<file path="src/rtl/vga_fb_scan.sv">
// VGA 640x480@60 scan-out: pixel timing, sequential frame-buffer reads on port B,
// registered RGB444 and sync outputs, plus vblank/frame_start for the generator.
module vga_fb_scan #(
  parameter int unsigned H_ACTIVE = 640,
  parameter int unsigned H_FP     = 16,
  parameter int unsigned H_SYNC   = 96,
  parameter int unsigned H_BP     = 48,
  parameter int unsigned V_ACTIVE = 480,
  parameter int unsigned V_FP     = 10,
  parameter int unsigned V_SYNC   = 2,
  parameter int unsigned V_BP     = 33,
  parameter int unsigned PIX_DIV  = 4,
  parameter int unsigned RD_LAT   = 2,
  parameter int unsigned ADDR_W   = 19
) (
  input  logic              clk,
  input  logic              reset,
  output logic [ADDR_W-1:0] addrB,
  input  logic [11:0]       doutB,
  output logic              hs,
  output logic              vs,
  output logic [3:0]        r,
  output logic [3:0]        g,
  output logic [3:0]        b,
  output logic              vblank,
  output logic              frame_start
);

  localparam int unsigned H_TOTAL = H_ACTIVE + H_FP + H_SYNC + H_BP;
  localparam int unsigned V_TOTAL = V_ACTIVE + V_FP + V_SYNC + V_BP;
  localparam int unsigned HW      = $clog2(H_TOTAL);
  localparam int unsigned VW      = $clog2(V_TOTAL);
  localparam int unsigned DW      = (PIX_DIV > 1) ? $clog2(PIX_DIV) : 1;
  localparam int unsigned HS_LO   = H_ACTIVE + H_FP;
  localparam int unsigned HS_HI   = H_ACTIVE + H_FP + H_SYNC;
  localparam int unsigned VS_LO   = V_ACTIVE + V_FP;
  localparam int unsigned VS_HI   = V_ACTIVE + V_FP + V_SYNC;

  // Read data must settle inside one pixel period.
  if (RD_LAT >= PIX_DIV) begin : g_bad_lat
    $error("vga_fb_scan: RD_LAT must be smaller than PIX_DIV");
  end

  logic [DW-1:0] div;
  logic [HW-1:0] hcnt;
  logic [VW-1:0] vcnt;

  logic pix_en_c;
  logic h_last_c;
  logic v_last_c;
  logic wrap_c;
  logic active_c;
  logic advance_c;
  logic hs_raw_c;
  logic vs_raw_c;

  always_comb begin
    pix_en_c = (div == DW'(PIX_DIV - 1));
    h_last_c = (hcnt == HW'(H_TOTAL - 1));
    v_last_c = (vcnt == VW'(V_TOTAL - 1));
    wrap_c   = h_last_c && v_last_c;
    active_c = (hcnt < HW'(H_ACTIVE)) && (vcnt < VW'(V_ACTIVE));
    // Step the address only when the pixel being entered is visible, so blanking
    // holds the address of the last visible pixel.
    advance_c = h_last_c ? (vcnt < VW'(V_ACTIVE - 1))
                         : (active_c && (hcnt < HW'(H_ACTIVE - 1)));
    hs_raw_c = !((hcnt >= HW'(HS_LO)) && (hcnt < HW'(HS_HI)));
    vs_raw_c = !((vcnt >= VW'(VS_LO)) && (vcnt < VW'(VS_HI)));
  end

  // Timing counters, read address and the one-pixel output stage.
  always_ff @(posedge clk or negedge reset) begin
    if (!reset) begin
      div         <= '0;
      hcnt        <= '0;
      vcnt        <= '0;
      addrB       <= '0;
      hs          <= 1'b1;
      vs          <= 1'b1;
      r           <= '0;
      g           <= '0;
      b           <= '0;
      vblank      <= 1'b0;
      frame_start <= 1'b0;
    end else begin
      div         <= pix_en_c ? '0 : div + DW'(1);
      frame_start <= pix_en_c && wrap_c;
      if (pix_en_c) begin
        hcnt <= h_last_c ? '0 : hcnt + HW'(1);
        if (h_last_c) begin
          vcnt <= v_last_c ? '0 : vcnt + VW'(1);
        end
        if (wrap_c) begin
          addrB <= '0;
        end else if (advance_c) begin
          addrB <= addrB + ADDR_W'(1);
        end
        // Colour, sync and vblank all describe the pixel just finished.
        {r, g, b} <= active_c ? doutB : 12'h000;
        hs        <= hs_raw_c;
        vs        <= vs_raw_c;
        vblank    <= (vcnt >= VW'(V_ACTIVE));
      end
    end
  end

endmodule

</file>
<file path="config.mk">
export PLATFORM = sky130hd
export DESIGN_NAME = vga_fb_scan
export DESIGN_NICKNAME = d
export VERILOG_FILES = /design/src/rtl/vga_fb_scan.sv
export SDC_FILE = /design/constraint.sdc
export NUM_CORES = 1
export LEC_CHECK = 0
export CAP_MARGIN = 20
export CELL_PAD_IN_SITES_DETAIL_PLACEMENT = 1
export CELL_PAD_IN_SITES_GLOBAL_PLACEMENT = 1
export CORE_AREA = 2 2 82 84
export CTS_BUF_LIST = sky130_fd_sc_hd__clkbuf_4 sky130_fd_sc_hd__clkbuf_8
export CTS_CLUSTER_DIAMETER = 200
export DETAILED_ROUTE_END_ITERATION = 16
export DIE_AREA = 0 0 84 86
export GPL_TIMING_DRIVEN = 0
export PLACE_DENSITY = 0.85
export SYNTH_ARGS = -nofsm -noshare
export SYNTH_HDL_FRONTEND = slang
export SYNTH_SLANG_ARGS = --single-unit
</file>
<file path="constraint.sdc">
create_clock -name clk -period 4.9 [get_ports clk]
set_clock_uncertainty 0.15 [all_clocks]
set_input_delay 0.49 -clock clk [delete_from_list [all_inputs] [get_ports clk]]
set_output_delay 0.49 -clock clk [all_outputs]
set_load 0.01 [all_outputs]
</file>
==> After elaboration in Yosys (flattened, before gate mapping) <==
Index checks and enable logic that the tools add are counted.
{ "op_classes": {"n_mux": 7, "eq_ne": 3, "reduce_logical": 11, "n_addsub": 4, "n_lt_le_gt_ge": 9} }
{ "op_table": {"columns": ["operator", "count"], "rows": [
  ["$mux 19", 2],
  ["$lt 10x10->1 const B", 3],
  ["$lt 10x9->1 const B", 3],
  ["$add 10x1->10 const B", 2],
  ["$eq 10x10->1 const B", 2],
  ["$ge 10x9->1 const B", 2],
  ["$mux 10", 2],
  ["$add 19x1->19 const B", 1],
  ["$mux 12", 1],
  ["$ge 10x10->1 const B", 1],
  ["$logic_and 1x1->1", 6],
  ["$reduce_and 2->1", 2],
  ["$add 2x1->2 const B", 1],
  ["$eq 2x2->1 const B", 1],
  ["$logic_not 1->1", 2],
  ["$mux 2", 1],
  ["$reduce_bool 2->1", 1],
  ["$mux 1", 1]
]} }
{ "word_totals": {"ff_bits": 57, "output_inout_bits": 35} }

==> Longest topological paths before layout <==
Gate-level depths: netlist (run 1).
{ "logic_depth": {"word_depth": 6, "depth_mapped": 9, "ltp_nobuf": 8} }

==> Worst setup path after synthesis (run 1) <==
No wires, ideal clock.
{ "synth_path": {"path_kind": "reg-to-reg", "start": "reg vcnt[0]", "end": "reg addrB[3]", "setup_time_ps": 128, "slack_ps": 2403, "stages_incl_launch_ff": 10, "required_time_ps": 4622, "n_path_buf": 1, "t_arrival_ps": 2219, "cell_sequence": "dfrtp_1 -> inv_1 -> ha_1 -> or4b_4 -> or4_4 -> nor2_8 -> a22oi_4 -> buf_6 -> o21ai_1 -> o31ai_1"} }
{ "synth_between": {"elab_chain_cells": 6} }
{ "synth_lines": {"columns": ["item", "line_no", "rtl"], "rows": [
  ["from (decl)", "46", "logic [VW-1:0] vcnt;"],
  ["from (signal assigned)", "91", "vcnt <= v_last_c ? '0 : vcnt + VW'(1);"],
  ["$lt 10x9->1", "62", "active_c = (hcnt < HW'(H_ACTIVE)) && (vcnt < VW'(V_ACTIVE));"],
  ["$logic_and 1x1->1", "62", null],
  ["$logic_and 1x1->1", "66", ": (active_c && (hcnt < HW'(H_ACTIVE - 1)));"],
  ["$mux 1", "65", "advance_c = h_last_c ? (vcnt < VW'(V_ACTIVE - 1))"],
  ["$reduce_bool 2->1 (no line)", null, null],
  ["$reduce_and 2->1 (no line)", null, null],
  ["to (signal assigned)", "96", "addrB <= addrB + ADDR_W'(1);"],
  ["to (decl)", "18", "output logic [ADDR_W-1:0] addrB,"]
]} }
Several ways; a longest one is shown, not always the timed one.
A chain may end at the register's enable or synchronous reset.

==> Worst setup path in the final report (run 1) <==
{ "layout_path": {"start": "reg vcnt[0]", "end": "reg addrB[4]"} }
The elaborated chain is that of the path after synthesis.

==> results of run 1 <==
routing by layer:
metal / part of all wire [%] / track usage (%) / vias up / routed length [um]
met1: 46 / 28.9 / 1223 / 3420
met3: 3.4 / 5.00 / 11 / 251
met5: 0 / 0 / - / 0
li1: - / - / 1137 / -
met2: 49 / 36.4 / 50 / 3690
met4: 1.3 / 7.92 / 0 / 100
placed cells by master (no fill, tap or decap), drive strengths merged, types with 9 or more instances in the layout:
master	netlist	final
a22o	13	13
a31oi	9	9
buf	7	9
clkbuf	3	15
clkdlybuf4s50	0	47
dfrtp	55	55
nand2	28	28
nand3	12	12
nor2	25	25
o21ai	40	40
through the flow:
stage / std cells / hold slack, ps / worst slack [ps] / utilization (%) / power [mW]
CTS: 419 / 78.2 / 2070 / 56.6 / 0.906
floorplan: 278 / 44.4 / 2400 / - / 0.494
global placement: 403 / 268 / 1330 / 53.8 / 0.525
finish: 420 / 64.3 / 2070 / 56.8 / 0.899
detailed placement: 404 / 272 / 2110 / 54.0 / 0.528
global route: 420 / 116 / 1840 / 56.8 / 0.932
final timing paths:
kind | slack [ps] | endpoint | startpoint
setup / recovery | 2070 | addrB[4]$_DFFE_PN0P_ | vcnt[0]$_DFFE_PN0P_
hold / removal | 60 | hcnt[4]$_DFFE_PN0P_ | reset
setup reg to reg | 2070 | addrB[4]$_DFFE_PN0P_ | vcnt[0]$_DFFE_PN0P_
hold reg to reg | 280 | div[0]$_DFF_PN0_ | div[0]$_DFF_PN0_
max in group asynchronous | 3910 | r[3]$_DFFE_PN0P_ | reset
min in group clk | 280 | div[0]$_DFF_PN0_ | div[0]$_DFF_PN0_
flip-flops by register name (all words and copies together) (netlist names), 2 cells and up:
| signal | flops |
|---|---|
| hcnt | 10 |
| r | 4 |
| addrB | 19 |
| vcnt | 10 |
| b | 4 |
| g | 4 |
| div | 2 |
area by class of cell:
cell class / instances / area share [%]
Clock buffer: 11 / 4.07
Inverter: 8 / 0.843
Buffer: 10 / 1.72
Multi-Input combinational cell: 203 / 35.9
Timing Repair Buffer: 50 / 14.1
Tap cell: 77 / 2.70
Sequential cell: 57 / 40.1
Clock inverter: 4 / 0.562
logic make-up (layout without fill, tap and decap cells):
group,Yosys count,after routing,synth area share (%)
AOI/OAI and AO/OA,81,81,18.9
xor gates and xnor gates,9,9,2.82
adders and majority gates,7,7,3.13
buffers and inverters,18,83,3.26
DFF,57,57,51.1
muxes,2,2,0.760
and+or+nand+nor,104,104,20.1
power by group:
part | internal, mW | switching [mW] | leakage (nW)
Sequential | 0.476 | 0.00299 | 0.737
Clock | 0.196 | 0.184 | 0.0921
Combinational | 0.0227 | 0.0169 | 0.639
Total | 0.695 | 0.204 | 1.47
==> flow_metrics.tcl, run 1 <==
set metrics [dict create \
    nFillCells 696 \
    dr.pass1.iters 4 \
    hp-class "input port to async pin" \
    die_h_um 86 \
    synth_top_cell_by_area "dfrtp_1" \
    top_level_ports 49 \
    fin_crit_ps 2830 \
    arrival_ps 2890 \
    antenna_cells 0 \
    p_leak_nw 1.47 \
    h-tree-depth 3 \
    antenna_found_initial 0 \
    rows 29 \
    critical_path.top_delay_family "simple AND/OR/NAND/NOR gates" \
    finalHoldViolCount 0 \
    netlist_top_cells_count "dfrtp_1, nand2_1, nor2_1, o21ai_0, o21ai_1" \
    crit_path_top_delay_cell "or4_4" \
    maxCapViolations 0 \
    synth_area_leaders "dfrtp_1, o21ai_0, a22o_1" \
    status "complete, no violations" \
    synth_seq_cells 57 \
    syn-cell-area_um2 2800 \
    grt_pass1_wl_mm 12.6 \
    drive_above_1_share_pct 10.8 \
    area_delta_synth_final_pct 27.3 \
    end_kind "flip-flop" \
    worst_path_largest_cell_delay_ps 550 \
    grt_overflow 0 \
    path_clk_slew_ps 70 \
    initial_core_util_pct 44.6 \
    track_usage_pct 22.1 \
    routed_wirelength_mm 7.47 \
    dp_hpwl_mm 5.15 \
    max_freq_mhz 354 \
    relSlewSlack_pct 39.8 \
    yosysSeqAreaShare_pct 51.1 \
    tritoncts "yes" \
    post-route-period-util_pct 57.7 \
    crit_top_cell "o21ai_0" \
    syn_area_per_cell_um2 10.1 \
    first_global_vias 2620 \
    worst-path-buf-inv 2 \
    avgViaCountPerCell 5.76 \
    fp.dieW_um 84 \
    yosysTopAreaCellShare_pct 49.2 \
    synthArstFlopShare_pct 100 \
    cts_sinks 57 \
    clk_latency_ps 340 \
    placed_area_um2 3390 \
    core_area_um2 6280 \
    tns_ps 0 \
    stdcell_area_um2 3560 \
    worst-path-stages 9 \
    synth_edf_count 0 \
    synthesis.nets 299 \
    crit_fanout 10 \
    gp_congestion 0.817 \
    peakVddDrop_mv 0.199 \
    critPathKind "flip-flop to flip-flop" \
    r2r.worst_path.cells 9 \
    cts_max_path_buffers 2 \
    ctsHoldBuffers 0 \
    yosys_warnings 0 \
    fin_nets 360 \
    root_buffer "clkbuf_8" \
    vias 2421 \
    dieArea_um2 7220 \
    crit_chain "inv_1, ha_1, or4b_4, or4_4, nor2_8, buf_4, nor2_1, o21ai_0, o21ai_0" \
    cts_buffers 9 \
    grt_max_degree 32 \
    p_per_area_nw_per_um2 252 \
    postCtsSetupBuffers 0 \
    ys.flop_type "dfrtp_1" \
    wl_per_cell_um 17.8 \
    rsz0062_at_grt "false" \
    critPathLaunchType "flip-flop" \
    drtIter0Drc 88 \
    multi_input_area_um2 1280 \
    port_buffers 48 \
    regArea_um2 1430 \
    synth_most_common_cell "dfrtp_1" \
    ys_types 49 \
    tightest_slew_ps 895 \
    finalSetupViolCount 0 \
    ctsResizeCount 0 \
    drc 0 \
    ant_nets 0 \
    slew_viol_final 0 \
    syn_inst 278 \
    critPathRequiredTime_ps 4960 \
]
No activity file was read; power rests on OpenSTA's default activity.
==> run 2: changes to the inputs <==
CORE_AREA = 2 2 89 91   (was 2 2 82 84)
DIE_AREA = 0 0 91 93   (was 0 0 84 86)
PLACE_DENSITY = 0.76   (was 0.85)
clock period = 2.5 ns   (was 4.9 ns; I/O delays follow)
==> run 2 against run 1 <==
  * The flow now finishes with violations (negative setup slack)
  * Sequential share of layout area is 3.5 points lower
  * Die area is 17% higher
  * Critical path depth stayed put
  * Final cell count is 10% higher
  * Largest cell class unchanged
==> flow_metrics.tcl, run 2 (same netlist as run 1, synthesis figures left out) <==
set metrics [dict create \
    status "finished, violations left" \
    violations "negative setup slack" \
    post-route-period-util_pct 104 \
    h-tree-depth 3 \
    place_inst 429 \
    rsz0062_at_grt "true" \
    root_buffer "clkbuf_8" \
    cts_max_path_buffers 2 \
    p_clk_share_pct 48.5 \
    track_usage_pct 18.4 \
    ant_nets 0 \
    regMostFlops "addrB" \
    relSlewSlack_pct 40.3 \
    drtIter0Drc 90 \
    fin_nets 376 \
    finalSetupViolCount 17 \
    core_area_um2 7530 \
    p_leak_nw 1.58 \
    drive_above_1_share_pct 20.6 \
    hp-class "input port to async pin" \
    first_global_vias 2579 \
    crit_chain "inv_2, ha_4, or4b_4, or4_4, nor2_8, a22oi_4, buf_6, o21ai_1, o31ai_1" \
    worstReg2RegStart "vcnt[0]$_DFFE_PN0P_" \
    top_level_ports 49 \
    drc 0 \
    p_int_mw 1.54 \
    maxCapViolations 0 \
    cts_sinks 57 \
    setup_slack_ps -102 \
    avgViaCountPerCell 5.40 \
    p_sw_mw 0.436 \
    layout_common_cells "dfrtp_1, clkdlybuf4s50_1, nand2_1" \
    nFillCells 857 \
    crit_fanout 5 \
    antenna_cells 0 \
    initial_core_util_pct 37.2 \
    utilization_pct 51.9 \
    grt_overflow 0 \
    fin_crit_ps 2600 \
    tritoncts "yes" \
    finalHoldViolCount 0 \
    area_delta_synth_final_pct 39.6 \
    peakVddDrop_mv 0.236 \
    die_h_um 93 \
    cp-startpoint "vcnt[0]$_DFFE_PN0P_" \
    p_sw_share_pct 22.1 \
    routed_wirelength_mm 7.77 \
    combPwrFrac_pct 4.0 \
    mostFrequentLayoutCell "dfrtp_1" \
    path_clk_slew_ps 70 \
    max_freq_mhz 384 \
    worst_path_largest_cell_delay_ps 540 \
    critPathKind "flip-flop to flip-flop" \
    gp_congestion 0.762 \
    arrival_ps 2680 \
    cts_buffers 9 \
    largest_reg_flops 19 \
    dr.pass1.iters 4 \
    critPathRequiredTime_ps 2580 \
    fp.dieW_um 91 \
    wl_per_cell_um 16.8 \
    grt_max_degree 35 \
    clk_latency_ps 340 \
    vias 2497 \
    slew_viol_final 0 \
    crit_path_top_delay_cell "or4_4" \
    end_kind "flip-flop" \
    p_per_area_nw_per_um2 505 \
    port_buffers 48 \
    dp_hpwl_mm 5.00 \
    top_regs "addrB: 19 flops, hcnt: 10 flops, vcnt: 10 flops" \
    pwr-share-seq_pct 47.5 \
    dieArea_um2 8460 \
    whs_ps 288 \
    tightest_slew_ps 888 \
    rows 32 \
    final_cells 462 \
    critPathLaunchType "flip-flop" \
    grt_pass1_wl_mm 12.5 \
    antenna_found_initial 0 \
]
-- run 2: cell types whose count changed in the layout (fill, tap and decap cells not counted), moves of 2 or more --
cell       delta
nor4_1        -2
inv_2         +2
bufinv_16     +2
buf_4        +11
o21ai_0       -7
clkinv_4      +2
clkinv_2      -2
inv_1         -2
nor3_1        -2
o21ai_2       +7
nor4_2        +2
buf_6         +3
-- run 2: layout make-up --
type / count / area, um2 / share of cell area (%)
well taps: 102 / 128 / 3.27
flip-flops and latches: 57 / 1430 / 36.6
clock buffers: 9 / 124 / 3.17
inverters: 8 / 30.0 / 0.769
repair buffers: 65 / 626 / 16.0
plain buffers: 10 / 66.3 / 1.70
multi-input cells: 204 / 1410 / 36.0
clock inverters: 7 / 95.1 / 2.43
-- run 2: repair_timing --
action	4_1_cts	5_1_grt
gates cloned	2	1
pin swaps	3	12
hold endpoints to repair	22	0
endpoints found under the setup margin	34	28
hold buffers	1	0
gates resized for setup	20	20
buffers inserted	8	4
-- run 2: power by group through the flow --
stage	clock network [mW]	registers (mW)	logic (mW)
4_1_cts	0.985	0.937	0.0816
3_5_place_dp	0	0.954	0.0802
2_1_floorplan	0	0.960	0.00958
5_1_grt	1.02	0.938	0.0858
3_3_place_gp	0	0.955	0.0758
6_report	0.958	0.937	0.0781
-- run 2: critical path: cells and delay by family, from the launching register on --
family                     cells  cell delay, ps
DFF                            1             400
buffers and inverters          2             260
adders and majority gates      1             130
and+or+nand+nor                3            1220
AOI/OAI and AO/OA              3             320
-- run 2: worst paths after layout --
path / end / slack [ps] / cells after the start
max: addrB[3]$_DFFE_PN0P_ / -100 / 9
min: addrB[6]$_DFFE_PN0P_ / 290 / 2
max reg2reg: addrB[3]$_DFFE_PN0P_ / -100 / 9
min reg2reg: div[0]$_DFF_PN0_ / 290 / 1
max in group asynchronous: vs$_DFFE_PN1P_ / 1250 / 3
min in group clk: div[0]$_DFF_PN0_ / 290 / 1
-- run 2: metal layers --
layer / global-route usage, % / routed length (um) / up-vias
li1: - / - / 1176
met1: 23.3 / 3440 / 1254
met2: 31.4 / 3860 / 47
met3: 2.82 / 271 / 20
met4: 7.95 / 205 / 0
met5: 0 / 0 / -
-- run 2: metrics by stage --
| step | setup slack (ps) | instance area (um2) | TNS [ps] | power, mW |
|---|---|---|---|---|
| after floorplan | 2.89 | 2800 | 0 | 0.969 |
| after global placement | -941 | 3410 | -55970 | 1.03 |
| after detailed placement | -298 | 3420 | -6140 | 1.03 |
| after CTS | -99.7 | 3770 | -863 | 2.00 |
| after global routing | -183 | 3910 | -2270 | 2.04 |
| final | -102 | 3910 | -949 | 1.97 |
==> run 3: changes to the inputs <==
RECOVER_POWER = 50   (was not set)
==> run 3 against run 2 <==
  * The flow still finishes with violations (negative setup slack)
  * Final area down 0.35%
  * Power is 0.13% lower
  * Clock power barely moved
  * Highest routed layer unchanged
  * Hold slack about the same
  * Clock-buffer cell count unchanged
  * Die area is the same
==> flow_metrics.tcl, run 3 (same netlist as run 1, synthesis figures left out) <==
set metrics [dict create \
    setup_slack_ps -103 \
    root_buffer "clkbuf_8" \
    rrSetupSlack_ps -100 \
    avgViaCountPerCell 5.40 \
    holdPathStages 1 \
    post-route-period-util_pct 104 \
    cts_buffers 9 \
    top_level_ports 49 \
    end_kind "flip-flop" \
    regArea_um2 1430 \
    finalSetupViolCount 17 \
    utilization_pct 51.7 \
    p_leak_nw 1.58 \
    cts_max_path_buffers 2 \
    worstReg2RegStart "vcnt[0]$_DFFE_PN0P_" \
    critPathLaunchType "flip-flop" \
    rsz0062_at_grt "true" \
    fp.dieW_um 91 \
    power_mw 1.97 \
    relSlewSlack_pct 10.8 \
    drc 0 \
    min-delay-start "div[0]$_DFF_PN0_" \
    finalHoldViolCount 0 \
    critPathKind "flip-flop to flip-flop" \
    status "finished, violations left" \
    tightest_slew_ps 1340 \
    initial_core_util_pct 37.2 \
    arrival_ps 2680 \
    drive_above_1_share_pct 20.3 \
    critPathRequiredTime_ps 2580 \
    maxCapViolations 0 \
    r2r.worst_path.cells 9 \
    slew_viol_final 0 \
    worst_path_largest_cell_delay_ps 540 \
    peakVddDrop_mv 0.236 \
    fin_crit_ps 2600 \
    crit_path_top_delay_cell "or4_4" \
    dieArea_um2 8460 \
    grt_max_degree 35 \
    routed_wirelength_mm 7.79 \
    wl_per_cell_um 16.9 \
    area_delta_synth_final_pct 39.1 \
    violations "negative setup slack" \
    regMostFlops "addrB" \
    vias 2495 \
    tritoncts "yes" \
    max_freq_mhz 384 \
    top_regs "addrB: 19 flops, hcnt: 10 flops, vcnt: 10 flops" \
    grt_pass1_wl_mm 12.5 \
    port_buffers 48 \
    antenna_found_initial 0 \
    crit_fanout 5 \
    nFillCells 859 \
    hp-class "flip-flop to flip-flop" \
    core_area_um2 7530 \
    crit_chain "inv_2, ha_4, or4b_4, or4_4, nor2_8, a22oi_4, buf_6, o21ai_1, o31ai_1" \
    track_usage_pct 18.4 \
    dr.pass1.iters 4 \
    cts_sinks 57 \
    path_clk_slew_ps 70 \
    first_global_vias 2579 \
    rows 32 \
    clk_latency_ps 340 \
    mostFrequentLayoutCell "dfrtp_1" \
    p_per_area_nw_per_um2 506 \
    h-tree-depth 3 \
    r2r_end "addrB[3]$_DFFE_PN0P_" \
    dp_hpwl_mm 5.00 \
    fin_nets 376 \
    antenna_cells 0 \
    grt_overflow 0 \
    critical_path.top_delay_family "simple AND/OR/NAND/NOR gates" \
    worst-path-stages 9 \
    hold_end "div[0]$_DFF_PN0_" \
    die_h_um 93 \
    multi_input_area_um2 1410 \
    place_worst_setup_slack_ps -298 \
    drtIter0Drc 91 \
    layout_common_cells "dfrtp_1, clkdlybuf4s50_1, nand2_1" \
    ant_nets 0 \
    largest_reg_flops 19 \
    gp_congestion 0.762 \
    worst-path-buf-inv 2 \
]
run 3: cell types whose count changed in the layout (fill, tap and decap cells not counted):
cell and delta:
buf_1 -1, buf_12 -1, buf_2 -1, clkbuf_1 +2
clkbuf_4 +1, clkdlybuf4s50_1 -2, dlygate4sd3_1 +2
run 3: where the power goes:
group | switching, mW | internal, mW | total (mW)
clock | 0.399 | 0.560 | 0.959
combinational | 0.0324 | 0.0426 | 0.0750
sequential | 0.00529 | 0.932 | 0.937
total | 0.436 | 1.53 | 1.97
run 3: metal layers:
metal	up-vias	share of wire, %	track usage (%)	routed length, um
met5	-	0	0	0
met4	0	2.6	7.95	205
met3	20	3.5	2.82	271
met2	47	50	31.4	3860
met1	1253	44	23.3	3450
li1	1175	-	-	-
run 3: area by class of cell:
cell class	instances	area share [%]
sequential	57	36.7
multi-input combinational	204	36.2
timing repair buffer	65	15.7
tap	102	3.28
clock buffer	9	3.18
clock inverter	7	2.44
buffer	10	1.70
inverter	8	0.771
run 3: worst max-delay path by stage:
stage	slack [ps]	from	to
CTS	-100	vcnt[0]$_DFFE_PN0P_	addrB[13]$_DFFE_PN0P_
detailed placement	-300	vcnt[0]$_DFFE_PN0P_	addrB[13]$_DFFE_PN0P_
floorplan	3	vcnt[0]$_DFFE_PN0P_	addrB[3]$_DFFE_PN0P_
finish	-100	vcnt[0]$_DFFE_PN0P_	addrB[3]$_DFFE_PN0P_
global route	-180	vcnt[0]$_DFFE_PN0P_	addrB[15]$_DFFE_PN0P_
global placement	-940	reset	b[0]$_DFFE_PN0P_
run 3: timing repair:
action,CTS,global route
buffers inserted,8,4
hold endpoints to repair,22,0
hold buffers,1,0
gates resized for setup,20,20
pin swaps,3,12
setup endpoints to repair,34,28
cloned,2,1
run 3: worst register-to-register path, stage by stage, from the launching register on:
cell     delay, ps
dfrtp_1        400
inv_2           90
ha_4           130
or4b_4         470
or4_4          540
nor2_8         210
a22oi_4        110
buf_6          170
o21ai_1        130
o31ai_1         90
run 3: metrics by stage:
step	instance area [um2]	hold WS [ps]	std cells	TNS (ps)
5_1_grt	3890	308	462	-3050
3_5_place_dp	3420	150	429	-6140
3_3_place_gp	3410	265	428	-55970
4_1_cts	3770	288	456	-863
6_report	3890	288	462	-957
2_1_floorplan	2800	-196	278	0
